--- src/rtl/le_mbuff_if.sv ---
// Token types and the lane/link bundle for le_mbuff.
// Forward tokens carry a valid bit and a data byte; backward tokens carry nack and t/v/c flags.
package le_mbuff_pkg;
  typedef struct packed {
    logic       v;
    logic [7:0] data;
  } FTk_t;

  typedef struct packed {
    logic n;
    logic t;
    logic v;
    logic c;
  } BTk_t;
endpackage

interface le_mbuff_if
  import le_mbuff_pkg::*;
#(
  parameter int unsigned NUM_CH     = 4,
  parameter int unsigned DEPTH_FIFO = 16
);
  localparam int unsigned WIDTH_NUM = $clog2(DEPTH_FIFO);
  localparam int unsigned WIDTH_CH  = $clog2(NUM_CH);

  FTk_t [NUM_CH-1:0]               I_FTk;
  BTk_t [NUM_CH-1:0]               O_BTk;
  FTk_t                            O_FTk;
  logic [WIDTH_CH-1:0]             O_Ch;
  BTk_t                            I_BTk;
  logic                            I_Chg_Buff;
  logic                            I_Rls_Buff;
  logic [NUM_CH-1:0]               O_Empty;
  logic [NUM_CH-1:0]               O_Full;
  logic [NUM_CH-1:0]               O_Ovf;
  logic [NUM_CH-1:0][WIDTH_NUM:0]  O_Num;

  modport master (
    output I_FTk, I_BTk, I_Chg_Buff, I_Rls_Buff,
    input  O_BTk, O_FTk, O_Ch, O_Empty, O_Full, O_Ovf, O_Num
  );

  modport slave (
    input  I_FTk, I_BTk, I_Chg_Buff, I_Rls_Buff,
    output O_BTk, O_FTk, O_Ch, O_Empty, O_Full, O_Ovf, O_Num
  );
endinterface

--- src/rtl/le_mbuff.sv ---
// Multi-lane LE buffer: per-lane ring FIFOs merged onto one link by round-robin arbitration.
// Define LE_MBUFF_BYPASS_EN to forward a token from an empty lane in the same cycle.
module le_mbuff
  import le_mbuff_pkg::*;
#(
  parameter int unsigned NUM_CH     = 4,
  parameter int unsigned DEPTH_FIFO = 16,
  parameter int unsigned THRESHOLD  = 4,
  parameter int unsigned HEADROOM   = 3
) (
  input logic       clock,
  input logic       reset,
  le_mbuff_if.slave bus
);
  localparam int unsigned WIDTH_NUM = $clog2(DEPTH_FIFO);
  localparam int unsigned WIDTH_CH  = $clog2(NUM_CH);
  localparam int unsigned NW        = WIDTH_NUM + 1;

  localparam logic [WIDTH_NUM:0] NumMax = NW'(DEPTH_FIFO);
  localparam logic [WIDTH_NUM:0] HiMark = NW'(DEPTH_FIFO - HEADROOM);
  localparam logic [WIDTH_NUM:0] LoMark = NW'(THRESHOLD);

`ifdef LE_MBUFF_BYPASS_EN
  localparam bit BypassEn = 1'b1;
`else
  localparam bit BypassEn = 1'b0;
`endif

  FTk_t                           mem_q [NUM_CH][DEPTH_FIFO];
  logic [NUM_CH-1:0][WIDTH_NUM-1:0] wr_ptr_q, rd_ptr_q;
  logic [NUM_CH-1:0][WIDTH_NUM:0]   num_q, num_d;
  logic [NUM_CH-1:0]              full_q, full_d;
  logic [NUM_CH-1:0]              ovf_q, ovf_d;
  logic [WIDTH_CH-1:0]            rr_ptr_q, rr_ptr_d;

  logic                hold, send, grant_vld;
  logic [WIDTH_CH-1:0] grant;
  int unsigned         idx;
  logic [NUM_CH-1:0]   cand, sel, pop, byp, push, drop;

  // Arbitration, pop/bypass/push decisions and next state.
  always_comb begin
    hold = bus.I_Chg_Buff & ~bus.I_Rls_Buff;
    // Gating with reset keeps a bypass-eligible input from reaching O_FTk while in reset.
    for (int unsigned c = 0; c < NUM_CH; c++) begin
      cand[c] = ~reset & ((num_q[c] != '0) | (BypassEn & bus.I_FTk[c].v));
    end

    grant_vld = 1'b0;
    grant     = '0;
    idx       = 0;
    for (int unsigned off = 0; off < NUM_CH; off++) begin
      idx = 32'(rr_ptr_q) + off;
      if (idx >= NUM_CH) idx = idx - NUM_CH;
      if (!grant_vld && cand[WIDTH_CH'(idx)]) begin
        grant_vld = 1'b1;
        grant     = WIDTH_CH'(idx);
      end
    end

    send = grant_vld & ~hold & ~bus.I_BTk.n;

    for (int unsigned c = 0; c < NUM_CH; c++) begin
      sel[c]  = send & (grant == WIDTH_CH'(c));
      pop[c]  = sel[c] & (num_q[c] != '0);
      byp[c]  = sel[c] & (num_q[c] == '0);
      push[c] = bus.I_FTk[c].v & ~byp[c] & ((num_q[c] != NumMax) | pop[c]);
      drop[c] = bus.I_FTk[c].v & ~byp[c] & (num_q[c] == NumMax) & ~pop[c];
      num_d[c] = num_q[c] + NW'(push[c]) - NW'(pop[c]);
      ovf_d[c] = ovf_q[c] | drop[c];
      // Hysteresis on registered occupancy: high mark sets, low mark clears.
      if (num_q[c] >= HiMark)     full_d[c] = 1'b1;
      else if (num_q[c] < LoMark) full_d[c] = 1'b0;
      else                        full_d[c] = full_q[c];
    end

    rr_ptr_d = rr_ptr_q;
    if (send) rr_ptr_d = (32'(grant) == NUM_CH - 1) ? '0 : grant + 1'b1;
  end

  always_comb begin
    bus.O_FTk = '0;
    bus.O_Ch  = '0;
    if (send) begin
      bus.O_FTk = pop[grant] ? mem_q[grant][rd_ptr_q[grant]] : bus.I_FTk[grant];
      bus.O_Ch  = grant;
    end
    for (int unsigned c = 0; c < NUM_CH; c++) begin
      bus.O_BTk[c]   = '0;
      bus.O_BTk[c].n = full_q[c] | (bus.I_BTk.n & grant_vld & (grant == WIDTH_CH'(c)));
      if (sel[c]) begin
        bus.O_BTk[c].t = bus.I_BTk.t;
        bus.O_BTk[c].v = bus.I_BTk.v;
        bus.O_BTk[c].c = bus.I_BTk.c;
      end
      bus.O_Empty[c] = (num_q[c] == '0);
    end
    bus.O_Full = full_q;
    bus.O_Ovf  = ovf_q;
    bus.O_Num  = num_q;
  end

  always_ff @(posedge clock or posedge reset) begin
    if (reset) begin
      wr_ptr_q <= '0;
      rd_ptr_q <= '0;
      num_q    <= '0;
      full_q   <= '0;
      ovf_q    <= '0;
      rr_ptr_q <= '0;
    end else begin
      for (int unsigned c = 0; c < NUM_CH; c++) begin
        wr_ptr_q[c] <= wr_ptr_q[c] + WIDTH_NUM'(push[c]);
        rd_ptr_q[c] <= rd_ptr_q[c] + WIDTH_NUM'(pop[c]);
      end
      num_q    <= num_d;
      full_q   <= full_d;
      ovf_q    <= ovf_d;
      rr_ptr_q <= rr_ptr_d;
    end
  end

  // Storage needs no reset; stale entries are never visible once the pointers clear.
  always_ff @(posedge clock) begin
    for (int unsigned c = 0; c < NUM_CH; c++) begin
      if (push[c]) mem_q[c][wr_ptr_q[c]] <= bus.I_FTk[c];
    end
  end
endmodule
--- src/flat_wrapper.sv ---
// flat-port wrapper written by rule: the top's interface ports become plain ports
module le_mbuff_flat import le_mbuff_pkg::*;
#(
  parameter int unsigned NUM_CH     = 4,
  parameter int unsigned DEPTH_FIFO = 16,
  parameter int unsigned THRESHOLD  = 4,
  parameter int unsigned HEADROOM   = 3
)
  (clock, reset, bus_I_FTk, bus_I_BTk, bus_I_Chg_Buff, bus_I_Rls_Buff, bus_O_BTk, bus_O_FTk, bus_O_Ch, bus_O_Empty, bus_O_Full, bus_O_Ovf, bus_O_Num);
  le_mbuff_if #(.NUM_CH(NUM_CH), .DEPTH_FIFO(DEPTH_FIFO)) bus_i ();
  input logic clock;
  input logic reset;
  input wire logic [$bits(bus_i.I_FTk)-1:0] bus_I_FTk;
  input wire logic [$bits(bus_i.I_BTk)-1:0] bus_I_BTk;
  input wire logic [$bits(bus_i.I_Chg_Buff)-1:0] bus_I_Chg_Buff;
  input wire logic [$bits(bus_i.I_Rls_Buff)-1:0] bus_I_Rls_Buff;
  output wire logic [$bits(bus_i.O_BTk)-1:0] bus_O_BTk;
  output wire logic [$bits(bus_i.O_FTk)-1:0] bus_O_FTk;
  output wire logic [$bits(bus_i.O_Ch)-1:0] bus_O_Ch;
  output wire logic [$bits(bus_i.O_Empty)-1:0] bus_O_Empty;
  output wire logic [$bits(bus_i.O_Full)-1:0] bus_O_Full;
  output wire logic [$bits(bus_i.O_Ovf)-1:0] bus_O_Ovf;
  output wire logic [$bits(bus_i.O_Num)-1:0] bus_O_Num;
  assign bus_i.I_FTk = bus_I_FTk;
  assign bus_i.I_BTk = bus_I_BTk;
  assign bus_i.I_Chg_Buff = bus_I_Chg_Buff;
  assign bus_i.I_Rls_Buff = bus_I_Rls_Buff;
  assign bus_O_BTk = bus_i.O_BTk;
  assign bus_O_FTk = bus_i.O_FTk;
  assign bus_O_Ch = bus_i.O_Ch;
  assign bus_O_Empty = bus_i.O_Empty;
  assign bus_O_Full = bus_i.O_Full;
  assign bus_O_Ovf = bus_i.O_Ovf;
  assign bus_O_Num = bus_i.O_Num;
  le_mbuff #(.NUM_CH(NUM_CH), .DEPTH_FIFO(DEPTH_FIFO), .THRESHOLD(THRESHOLD), .HEADROOM(HEADROOM)) u_core (.clock(clock), .reset(reset), .bus(bus_i));
endmodule
--- config.mk ---
export PLATFORM = sky130hd
export DESIGN_NAME = le_mbuff_flat
export DESIGN_NICKNAME = d
export VERILOG_FILES = /design/src/rtl/le_mbuff_if.sv /design/src/rtl/le_mbuff.sv /design/src/flat_wrapper.sv
export SDC_FILE = /design/constraint.sdc
export NUM_CORES = 1
export LEC_CHECK = 0
export BUFFER_PORTS_ARGS = -buffer_cell sky130_fd_sc_hd__buf_4
export CORE_MARGIN = 8
export CORE_UTILIZATION = 47
export CTS_BUF_LIST = sky130_fd_sc_hd__clkbuf_8
export DETAILED_ROUTE_END_ITERATION = 6
export PLACE_DENSITY = 0.72
export SLEW_MARGIN = 10
export SYNTH_ARGS = -nofsm -noshare
export SYNTH_HDL_FRONTEND = slang
export SYNTH_SLANG_ARGS = --single-unit
--- constraint.sdc ---
create_clock -name clock -period 14.9 [get_ports clock]
set_input_delay 2.98 -clock clock [delete_from_list [all_inputs] [get_ports clock]]
set_output_delay 2.98 -clock clock [all_outputs]
set_load 0.02 [all_outputs]
Word level (Yosys, flattened, before mapping)
Memories as Yosys holds them, arrays and structs flattened.
Index checks and enable logic that the tools add are counted.
{"block": "classes", "addsub": 24, "multipliers": 0, "div": 0, "n_lt_le_gt_ge": 26, "eq_ne": 11, "n_shift": 0, "muxes": 61, "bitwise_logic": 69, "n_reduce_logical": 23}
{"operator": "144-bit two-way mux", "count": 4}
{"operator": "9-bit demux with 4-bit select", "count": 4}
{"operator": "9-bit two-way mux", "count": 9}
{"operator": "1-bit bitwise AND", "count": 40}
{"operator": "9-bit binary-select mux with 4-bit select", "count": 1}
{"operator": "4-bit by 1-bit adder with 4-bit output", "count": 8}
{"operator": "5-bit greater-or-equal comparator, second input constant", "count": 5}
{"operator": "4-bit inverter with 5-bit output", "count": 5}
{"operator": "1-bit two-way mux", "count": 21}
{"operator": "5-bit by 1-bit adder with 5-bit output", "count": 4}
{"operator": "5-bit == test, second input constant", "count": 4}
{"operator": "5-bit by 4-bit greater-or-equal comparator with 1-bit output, second input constant", "count": 4}
{"operator": "5-bit zero test", "count": 4}
{"operator": "5-bit by 1-bit < comparator with 1-bit output, second input constant", "count": 4}
{"operator": "5-bit by 3-bit < comparator with 1-bit output, second input constant", "count": 4}
{"operator": "2-bit two-way mux", "count": 10}
{"operator": "5-bit inequality test, second input constant", "count": 4}
{"operator": "5-bit nonzero test", "count": 4}
{"operator": "5-bit by 1-bit subtractor with 5-bit output", "count": 4}
{"operator": "9-bit binary-select mux with 2-bit select", "count": 1}
{"operator": "2-bit by 3-bit < comparator with 1-bit output, second input constant", "count": 5}
{"operator": "3-bit two-way mux", "count": 4}
{"operator": "1-bit inverter", "count": 12}
{"operator": "1-bit bitwise OR", "count": 12}
{"operator": "other kinds (15)", "count": 37}
{"block": "totals", "regBits": 62, "latchBits": 0, "mem_bits_rw": 576, "mem_bits_ro": 0, "input_bits": 44, "output_inout_bits": 59, "elab_cells": 233, "n_memories": 1}
{"memory": "u_core.mem_q", "words": 4, "width": 144, "read_ports": 1, "rd_clocked_by_memory_dff": 0, "wr": 4, "line": "le_mbuff.sv:29", "text": "FTk_t mem_q [NUM_CH][DEPTH_FIFO];"}

Depth between registers and ports, before layout
Gate-level depths: netlist of run 1.
{"block": "logic_depth", "depth_word": 23, "ltp_mapped": 24, "depth_no_buf": 20}

Least setup slack after synthesis of run 1
No wires, ideal clock.
{"block": "synth_timing", "kind": "input -> output", "start": "input reset", "end": "output bus_O_FTk[7]", "t_arrival_ps": 7376, "t_required_ps": 11920, "path_slack_ps": 4544, "path_stages": 18, "path_buffers": 5, "path_cell_list": "clkbuf_1 > inv_1 > nand2_1 > o311a_1 > and2_1 > buf_2 > inv_2 > buf_2 > buf_2 > buf_2 > ha_1 > o21ai_0 > nand3_1 > nand2_1 > nor2_1 > o31ai_1 > or4_1 > o211ai_1"}
{"block": "synth_between", "elab_chain_cells": 22, "word_cells_on_any_way": 54, "classes_between": "eq/ne (3); mux (27); bitwise (16); reduce/logical (7); memory (1)"}
{"item": "start, declared", "line": "flat_wrapper.sv:12", "text": "input logic reset;"}
{"item": "1-bit inverter *", "line": "le_mbuff.sv:46", "text": "cand[c] = ~reset & ((num_q[c] != '0) | (BypassEn & bus.I_FTk[c].v));"}
{"item": "1-bit bitwise AND", "line": "le_mbuff.sv:46"}
{"item": "1-bit binary-select mux with 2-bit select", "line": "le_mbuff.sv:55", "text": "if (!grant_vld && cand[WIDTH_CH'(idx)]) begin"}
{"item": "1-bit two-way mux (implied by the code)", "line": "le_mbuff.sv:55"}
{"item": "1-bit two-way mux", "line": "le_mbuff.sv:55"}
{"item": "1-bit zero test", "line": "le_mbuff.sv:55"}
{"item": "1-bit logical AND", "line": "le_mbuff.sv:55"}
{"item": "1-bit two-way mux", "line": "le_mbuff.sv:55"}
{"item": "[... 6 more ...]"}
{"item": "4-bit binary-select mux with 2-bit select / 1-bit bitwise AND (equally long branches)", "line": "le_mbuff.sv:85, le_mbuff.sv:61"}
{"item": "4-bit two-way mux (implied by the code) / 1-bit bitwise AND (equally long branches)", "line": "le_mbuff.sv:85, le_mbuff.sv:61"}
{"item": "4-bit inverter with 5-bit output (implied by the code) / 1-bit bitwise AND (equally long branches)", "line": "le_mbuff.sv:85, le_mbuff.sv:64"}
{"item": "9-bit binary-select mux with 4-bit select / 1-bit bitwise AND (equally long branches)", "line": "le_mbuff.sv:85, le_mbuff.sv:65"}
{"item": "9-bit two-way mux (implied by the code) / 1-bit binary-select mux with 2-bit select (equally long branches)", "line": "le_mbuff.sv:85", "text": "bus.O_FTk = pop[grant] ? mem_q[grant][rd_ptr_q[grant]] : bus.I_FTk[grant];"}
{"item": "9-bit two-way mux (implied by the code) / 1-bit two-way mux (equally long branches)", "line": "le_mbuff.sv:85"}
{"item": "9-bit two-way mux", "line": "le_mbuff.sv:85"}
{"item": "9-bit two-way mux *", "line": "le_mbuff.sv:84", "text": "if (send) begin"}
{"item": "end, declared", "line": "flat_wrapper.sv:18", "text": "output wire logic [$bits(bus_i.O_FTk)-1:0] bus_O_FTk;"}
Every way passes the cells marked *; elsewhere a longest branch is shown, timed or not. The select of a mux whose other input is x is not followed.

Final worst setup path of run 1
Ends and elaborated chain as after synthesis.

==> summary.log, run 1 <==
[sta] transition time at the pin with the least slew margin 1330 ps
[cts] CTS Buffer Depth 3
[route] remaining number of nets flagged by the antenna check after routing 0
[logic_synthesis] Mapped Area 0.0269 mm²
[layout] layout overhead on the synthesized area 13.1%
[logic_synthesis] synthesized net count 2196
[layout] fill cell total of the finished layout 4680
[power_and_ir_drop] maximum resistive drop on vdd 144 µV
[logic_synthesis] share of synthesized area occupied by flip-flops and latches 0.701
[global_route] global-route track usage on met2 0.419
[die] number of placement rows 87
[sta] Final Critical Period 11190 ps
[power_and_ir_drop] static leakage power 11.1 nW
[power_and_ir_drop] Tot Pwr 5.75 mW
[power_and_ir_drop] internal power component 3.50 mW
[worst_setup_path] arrival time of the worst setup path 8210 ps
[job] count of maximum capacitance violations 0
[sta] setup clock skew after layout 27.0 ps
[global_route] pin count of the biggest net entering global routing 221
[die] core footprint 0.0565 mm²
[logic_synthesis] dominant register cell in the synthesized netlist sky130_fd_sc_hd__edfxtp_1
[global_route] total overflow reported by the global router 0
[sta] unrepaired setup endpoints after global routing no
[layout] Final #Nets 2312
[worst_setup_path] critical path required time 11920 ps
[global_route] met1 track demand over resource 0.350
[route] number of DRC markers after the initial detailed-route iteration 3079
[cts] total of cells resized after clock tree synthesis 0
[cts] H-tree level count 3
[route] number of vias after detailed routing 19.2k
[cts] clock-pin slew on the worst setup and hold paths 60 ps
[cts] Inserted Clock Buffers 100
[global_route] via count of the first global-routing pass 18.6k
[die] x dimension of the die 255 µm
[sta] highest attainable clock frequency 89.3 MHz
[cts] Post-CTS Setup Repair Bufs 0
[die] initial core utilization 0.476
[logic_synthesis] cells after synthesis 2089
[logic_synthesis] average cell area after synthesis 12.9 µm²
[power_and_ir_drop] total net switching power 2.25 mW
[route] number of detailed-route iterations in the first pass 6
[worst_setup_path] CP endpoint kind output pin
[die] die area 0.0652 mm²
[die] die height 255 µm
[logic_synthesis] synthesis warning total 0
[place] HPWL reported at the end of detailed placement 54.9 mm
[route] DRC viols 0
[sta] Setup Total Neg Slack 0 ps
[power_and_ir_drop] switching portion of total power 0.391
[power_and_ir_drop] part of the total power dissipated in the clock network 0.246
[global_route] number of antenna violations at the first check in global routing 7
[global_route] GR Layer Usage met3 0.0472
[route] detailed-route wire length 88.1 mm
[cts] number of clock sinks 638
[worst_setup_path] kind of start point of the critical path primary input
[place] Final Wtd Congestion 0.966
[cts] clk_lat worst skew 700 ps
[status] outcome finished clean
[layout] commonest non-fill, non-tap cell in the layout sky130_fd_sc_hd__edfxtp_1
[global_route] first-pass GRT wire length 125 mm
[sta] fin. max-slew vios 0
[layout] fraction of final layout cells with drive strength greater than 1 0.140
[power_and_ir_drop] fraction of power consumed by sequential logic 0.413
[logic_synthesis] async set-or-reset flop fraction in the synthesized netlist 0.0972
[sta] total setup violations reported at the end of the flow 0
[global_route] total global routing track utilization 0.267
[die] total I/O pin count 103
[cts] post-cts hold buffer count 0
[sta] relative slew slack 0.111
[cts] CTS tree built
[place] Port-buffer cells 102
[route] post-detailed-route wirelength per cell 28.9 µm
[power_and_ir_drop] Cell Pwr Density 189 mW/mm²
[hold_path] class of the tightest hold or removal check reg -> reg
[logic_synthesis] number of library cell types mapped by synthesis 63
[route] ratio of routed vias to standard cells 6.31
[global_route] global route hottest layer met2
[cts] root buffer selected by CTS sky130_fd_sc_hd__clkbuf_8
[worst_setup_path] start-to-end type of the worst setup path in -> out
[sta] Final Hold Viols 0
[power_and_ir_drop] logic gate share of total power 0.342
[layout] leading cell types in the layout, fill and taps excluded 576 x sky130_fd_sc_hd__edfxtp_1, 436 x sky130_fd_sc_hd__nand2_1, 154 x sky130_fd_sc_hd__buf_4
[worst_setup_path] Worst Path Max Fanout 73
[sta] portion of the clock cycle consumed by the worst path in the final layout 0.751
[logic_synthesis] register bit count reported by yosys 638
[logic_synthesis] number of flops mapped to enable cells by yosys 576
==> stage by stage <==
step                utilization  cells  area, µm²  setup WS, ps  hold WS [ps]
finish                    0.539   3046      30400          3710           469
floorplan                     -   2089      26900          4540           437
CTS                       0.538   3044      30400          3930           470
detailed placement        0.505   2859      28500          3930           457
global placement          0.505   2859      28500          4050           459
global route              0.539   3046      30400          3590           495
==> metal layers <==
layer	part of all wire	routed length, µm
met1	0.37	32500
met2	0.46	40600
met3	0.11	9420
met4	0.063	5510
met5	0.00016	14
==> layout make-up <==
type,instances,area [µm²],share of cell area
Inverter,44,175,0.00576
Timing Repair Buffer,155,1180,0.0386
Clock inverter,78,419,0.0138
Clock buffer,107,1470,0.0484
Tap cell,756,946,0.0311
Sequential cell,638,18800,0.619
Multi-Input combinational cell,1266,7390,0.243
Antenna cell,2,5.00,0.000164
==> final timing paths <==
kind	startpoint	to	slack, ps	cells past startpoint
max reg2reg	u_core.bus.O_Num[3]	u_core.bus.O_Num[14]	7740	19
max	reset	bus_O_FTk[7]	3710	15
max in group asynchronous	reset	u_core.wr_ptr_q[5]	11640	3
min	u_core.rd_ptr_q[7]	u_core.rd_ptr_q[7]	470	1
min in group asynchronous	reset	u_core.rd_ptr_q[6]	2660	3
min reg2reg	u_core.rd_ptr_q[7]	u_core.rd_ptr_q[7]	470	1
==> worst max-delay path, stage by stage <==
cell	delay, ps
sky130_fd_sc_hd__buf_4	140
sky130_fd_sc_hd__a311o_1	280
sky130_fd_sc_hd__o22a_1	200
sky130_fd_sc_hd__or2_4	500
sky130_fd_sc_hd__inv_4	660
sky130_fd_sc_hd__buf_4	840
sky130_fd_sc_hd__ha_1	380
sky130_fd_sc_hd__o21ai_0	340
sky130_fd_sc_hd__nand3_1	430
sky130_fd_sc_hd__nand2_1	100
sky130_fd_sc_hd__nor2_1	180
sky130_fd_sc_hd__o31ai_1	90
sky130_fd_sc_hd__or4_1	410
sky130_fd_sc_hd__o211ai_1	270
sky130_fd_sc_hd__buf_4	240
==> Yosys cell counts, drive strengths merged, types with 3 or more instances <==
cell / number / area (µm²)
edfxtp: 576 / 17300
nand2: 436 / 1640
a21oi: 135 / 676
nand3: 107 / 536
clkbuf: 76 / 285
nor2: 76 / 285
a221oi: 72 / 637
buf: 65 / 340
dfrtp: 62 / 1550
ha: 59 / 738
nor3: 50 / 250
a31oi: 48 / 300
inv: 44 / 165
and3: 43 / 269
a211oi: 27 / 203
a311oi: 27 / 236
o21ai: 22 / 110
xor2: 20 / 175
xnor2: 14 / 123
nor4: 13 / 81.3
a32oi: 12 / 105
a21o: 11 / 82.6
nand2b: 10 / 62.6
o22ai: 10 / 62.6
and2: 9 / 56.3
o311ai: 7 / 61.3
mux2i: 6 / 60.1
nor4b: 5 / 65.1
o221ai: 5 / 43.8
a21boi: 4 / 30.0
fa: 4 / 80.1
nand3b: 4 / 30.0
or2: 3 / 18.8
or3: 3 / 18.8
or4b: 3 / 33.8
==> power by group through the flow <==
stage	clock network [mW]	registers, mW	logic (mW)
finish	1.41	2.37	1.97
floorplan	0	2.37	1.16
detailed placement	0	2.40	1.92
CTS	1.42	2.37	1.93
global placement	0	2.39	1.88
global route	1.50	2.40	2.07
==> sequential cells by signal (all words and copies together), names as in the netlist <==
register,flops
u_core.mem_q,576
u_core.bus.O_Num,20
u_core.rd_ptr_q,16
u_core.wr_ptr_q,16
u_core.bus.O_Full,4
u_core.bus.O_Ovf,4
u_core.rr_ptr_q,2
==> logic make-up (layout without fill, tap and decap cells) <==
group | Yosys count | count (layout) | share of synthesized area
simple gates | 769 | 769 | 0.126
flops | 638 | 638 | 0.701
compound gates | 394 | 394 | 0.100
buf+inv | 185 | 384 | 0.0294
fa+ha+maj | 63 | 63 | 0.0304
xor+xnor | 34 | 34 | 0.0111
mux | 6 | 6 | 0.00223
other cells | 0 | 2 | 0
Note: power is estimated with default switching activity, not from simulation.
==> inputs of run 2 (changes only) <==
--- a/config.mk
+++ b/config.mk
@@ -5,6 +5,7 @@
 export SDC_FILE = /design/constraint.sdc
 export NUM_CORES = 1
 export LEC_CHECK = 0
+export ABC_AREA = 1
 export BUFFER_PORTS_ARGS = -buffer_cell sky130_fd_sc_hd__buf_4
 export CORE_MARGIN = 8
 export CORE_UTILIZATION = 47
==> constraint.sdc (replaced) <==
create_clock -name clock -period 10.3 [get_ports clock]
set_input_delay 2.06 -clock clock [delete_from_list [all_inputs] [get_ports clock]]
set_output_delay 2.06 -clock clock [all_outputs]
set_load 0.02 [all_outputs]
==> run 2 against run 1 <==
- synthesized cell count increased by 21%
- worst hold slack improved by 3.8 ps
- clock skew increased by 14 ps
- via count increased by 6.6%
- register-to-register slack got worse by 4000 ps
- non-clock buffer count decreased by 35
- routed wire length increased by 2.4%
- critical endpoint is now bus_O_FTk[3]
==> summary.log, run 2 <==
[global_route] number of antenna violations at the first check in global routing 3 [-4]
[global_route] total global routing track utilization 0.261 [-0.00576]
[layout] flip-flop count of the largest register after layout 576 [unchanged]
[global_route] pin count of the biggest net entering global routing 164 [-26%]
[place] Port-buffer cells 102 [unchanged]
[global_route] first-pass GRT wire length 129 mm [+3.4%]
[worst_setup_path] CP bufs+invs 5 [+1]
[job] count of maximum capacitance violations 0 [unchanged]
[layout] final instance area 0.0312 mm² [+2.4%]
[sta] setup clock skew after layout 41.3 ps [+14.4 ps]
[logic_synthesis] number of library cell types mapped by synthesis 38 [-40%]
[cts] CTS tree built
[route] DRC viols 0 [unchanged]
[cts] clk_lat worst skew 700 ps [about the same]
[route] post-detailed-route wirelength per cell 26.0 µm [-10%]
[logic_synthesis] average cell area after synthesis 11.1 µm² [-14%]
[sta] fin. max-slew vios 0 [unchanged]
[die] number of placement rows 89 [+2.3%]
[worst_setup_path] Most common cell on crit path sky130_fd_sc_hd__nand3_1
[logic_synthesis] register bit count reported by yosys 638 [unchanged]
[cts] post-cts hold buffer count 0 [unchanged]
[worst_setup_path] Worst Path Max Fanout 72 [-1.4%]
[route] number of DRC markers after the initial detailed-route iteration 2650 [-14%]
[sta] Final Hold Viols 0 [unchanged]
[logic_synthesis] most numerous cell in the Yosys netlist sky130_fd_sc_hd__nand2_1
[worst_setup_path] kind of start point of the critical path primary input
[global_route] total overflow reported by the global router 0 [unchanged]
[sta] highest attainable clock frequency 111 MHz
[worst_setup_path] critical path required time 8240 ps [-3680 ps]
[global_route] via count of the first global-routing pass 19.8k [+6.4%]
[layout] commonest non-fill, non-tap cell in the layout sky130_fd_sc_hd__nand2_1
[place] number of cells in the design after placement 3288 [+15%]
[logic_synthesis] cell accounting for the most synthesized area sky130_fd_sc_hd__edfxtp_1
[worst_setup_path] worst-path cell with the longest stage delay sky130_fd_sc_hd__buf_4
[place] Final Wtd Congestion 0.959 [-0.66%]
[worst_setup_path] start-to-end type of the worst setup path in -> out
[logic_synthesis] dominant register cell in the synthesized netlist sky130_fd_sc_hd__edfxtp_1
[cts] root buffer selected by CTS sky130_fd_sc_hd__clkbuf_8
[logic_synthesis] cells taking the most area after synthesis sky130_fd_sc_hd__edfxtp_1 62%, sky130_fd_sc_hd__nand3_1 11%, sky130_fd_sc_hd__nand2_1 9.1%, sky130_fd_sc_hd__dfrtp_1 5.5%, sky130_fd_sc_hd__ha_1 2.6%
[cts] CTS Buffer Depth 3 [unchanged]
[logic_synthesis] area fraction of the dominant cell type after synthesis 0.618 [-0.0246]
[die] die height 260 µm [+1.8%]
[sta] unrepaired setup endpoints after global routing no
[route] number of vias after detailed routing 20.5k [+6.6%]
[layout] Final #Nets 2726 [+18%]
[status] outcome finished clean
[layout] fill cell total of the finished layout 5080 [+8.5%]
[route] remaining number of nets flagged by the antenna check after routing 0 [unchanged]
[logic_synthesis] synthesis warning total 0 [unchanged]
[die] initial core utilization 0.475 [-0.00134]
[logic_synthesis] synthesized net count 2635 [+20%]
[worst_setup_path] CP endpoint kind output pin
[route] ratio of routed vias to standard cells 5.90 [-6.5%]
[die] die area 0.0676 mm² [+3.7%]
[sta] tightest hold margin 473 ps [+3.76 ps]
[hold_path] class of the tightest hold or removal check reg -> reg
[logic_synthesis] number of flops mapped to enable cells by yosys 576 [unchanged]
[layout] fraction of final layout cells with drive strength greater than 1 0.107 [-0.0336]
[logic_synthesis] async set-or-reset flop fraction in the synthesized netlist 0.0972 [unchanged]
[worst_setup_path] arrival time of the worst setup path 6930 ps [-1280 ps]
[route] detailed-route wire length 90.2 mm [+2.4%]
[worst_setup_path] stage delay of the slowest cell on the critical path 620 ps [-220 ps]
[sta] transition time at the pin with the least slew margin 1190 ps [-136 ps]
[place] instance area after placement 0.0292 mm² [+2.5%]
[logic_synthesis] cells after synthesis 2528 [+21%]
[logic_synthesis] commonest cells in the netlist 679 x sky130_fd_sc_hd__nand2_1, 611 x sky130_fd_sc_hd__nand3_1, 576 x sky130_fd_sc_hd__edfxtp_1
[die] x dimension of the die 260 µm [+1.8%]
[worst_setup_path] ordered list of cells on the worst path buf_4, inv_2, nand3_1, nand3_1, nand2_2, nand2_1, nand2_1, nand2_2, buf_4, nand2_8, nand2_1, nand3_4, nand2_4, buf_4, nand3_1, nand3_1, nand3_1, nand3_1, nand2_1, a21oi_1, buf_4
[layout] leading cell types in the layout, fill and taps excluded 679 x sky130_fd_sc_hd__nand2_1, 611 x sky130_fd_sc_hd__nand3_1, 576 x sky130_fd_sc_hd__edfxtp_1
[route] number of detailed-route iterations in the first pass 6 [unchanged]
[sta] portion of the clock cycle consumed by the worst path in the final layout 0.873
[logic_synthesis] share of synthesized area occupied by flip-flops and latches 0.674 [-0.0268]
[sta] Final Critical Period 8990 ps
[worst_setup_path] family with the most delay on the worst path simple AND/OR/NAND/NOR gates
[cts] Post-CTS Setup Repair Bufs 0 [unchanged]
[layout] layout overhead on the synthesized area 11.4%
[cts] Inserted Clock Buffers 102 [+2.0%]
[layout] Post-Layout Cell Count 3472 [+14%]
[place] HPWL reported at the end of detailed placement 58.0 mm [+5.6%]
[cts] total of cells resized after clock tree synthesis 0 [unchanged]
[cts] H-tree level count 3 [unchanged]
[sta] Setup Total Neg Slack 0 ps [unchanged]
[cts] clock-pin slew on the worst setup and hold paths 60 ps [about the same]
[cts] number of clock sinks 638 [unchanged]
[sta] relative slew slack 0.202 [+0.0912]
[sta] total setup violations reported at the end of the flow 0 [unchanged]
[die] core footprint 0.0589 mm² [+4.3%]
[logic_synthesis] Mapped Area 0.0280 mm² [+4.0%]
[die] total I/O pin count 103 [unchanged]
-- run 2: layout make-up --
cell class	instances	area, µm²	area share
sequential	638	18800	0.605
multi-input combinational	1645	8090	0.260
clock buffer	110	1510	0.0486
tap	773	967	0.0310
timing repair buffer	120	926	0.0297
inverter	112	423	0.0136
clock inverter	73	388	0.0125
antenna	1	2.50	0.0000803
-- run 2: per-layer routing --
| layer | part of all wire | wire (µm) | GRT usage |
|---|---|---|---|
| met1 | 0.39 | 35300 | 0.339 |
| met2 | 0.47 | 42100 | 0.415 |
| met3 | 0.080 | 7220 | 0.0411 |
| met4 | 0.063 | 5670 | 0.149 |
| met5 | 0 | 0 | 0 |
-- run 2: final timing paths --
kind                                      start                    to  slack, ps  cells after the start
setup / recovery                          reset          bus_O_FTk[3]       1310                     21
hold reg to reg             u_core.bus.O_Ovf[1]   u_core.bus.O_Ovf[1]        470                      1
max in group asynchronous                 reset  u_core.bus.O_Num[11]       7770                      3
hold / removal              u_core.bus.O_Ovf[1]   u_core.bus.O_Ovf[1]        470                      1
min in group asynchronous                 reset    u_core.wr_ptr_q[2]       1350                      2
setup reg to reg           u_core.bus.O_Num[12]   u_core.mem_q[2][93]       3750                     20
-- run 2: per-stage QoR --
step | utilization | setup slack (ps)
6_report | 0.529 | 1310
5_1_grt | 0.529 | 1010
4_1_cts | 0.529 | 1500
3_5_place_dp | 0.497 | 1530
3_3_place_gp | 0.496 | 1650
2_1_floorplan | - | 2580
-- run 2: cell families (layout without fill, tap and decap cells) --
group	after synthesis	after routing	share of synthesized area
AOI/OAI and AO/OA	61	61	0.0140
other	0	1	0
adders and majority gates	63	63	0.0293
buffers and inverters	245	415	0.0386
xor gates and xnor gates	30	30	0.00939
and+or+nand+nor	1491	1491	0.235
DFF	638	638	0.674
Power of run 2 is left out: the tool's default activity adds up to more than one toggle a clock period on the data nets, which glitch-free logic cannot reach.
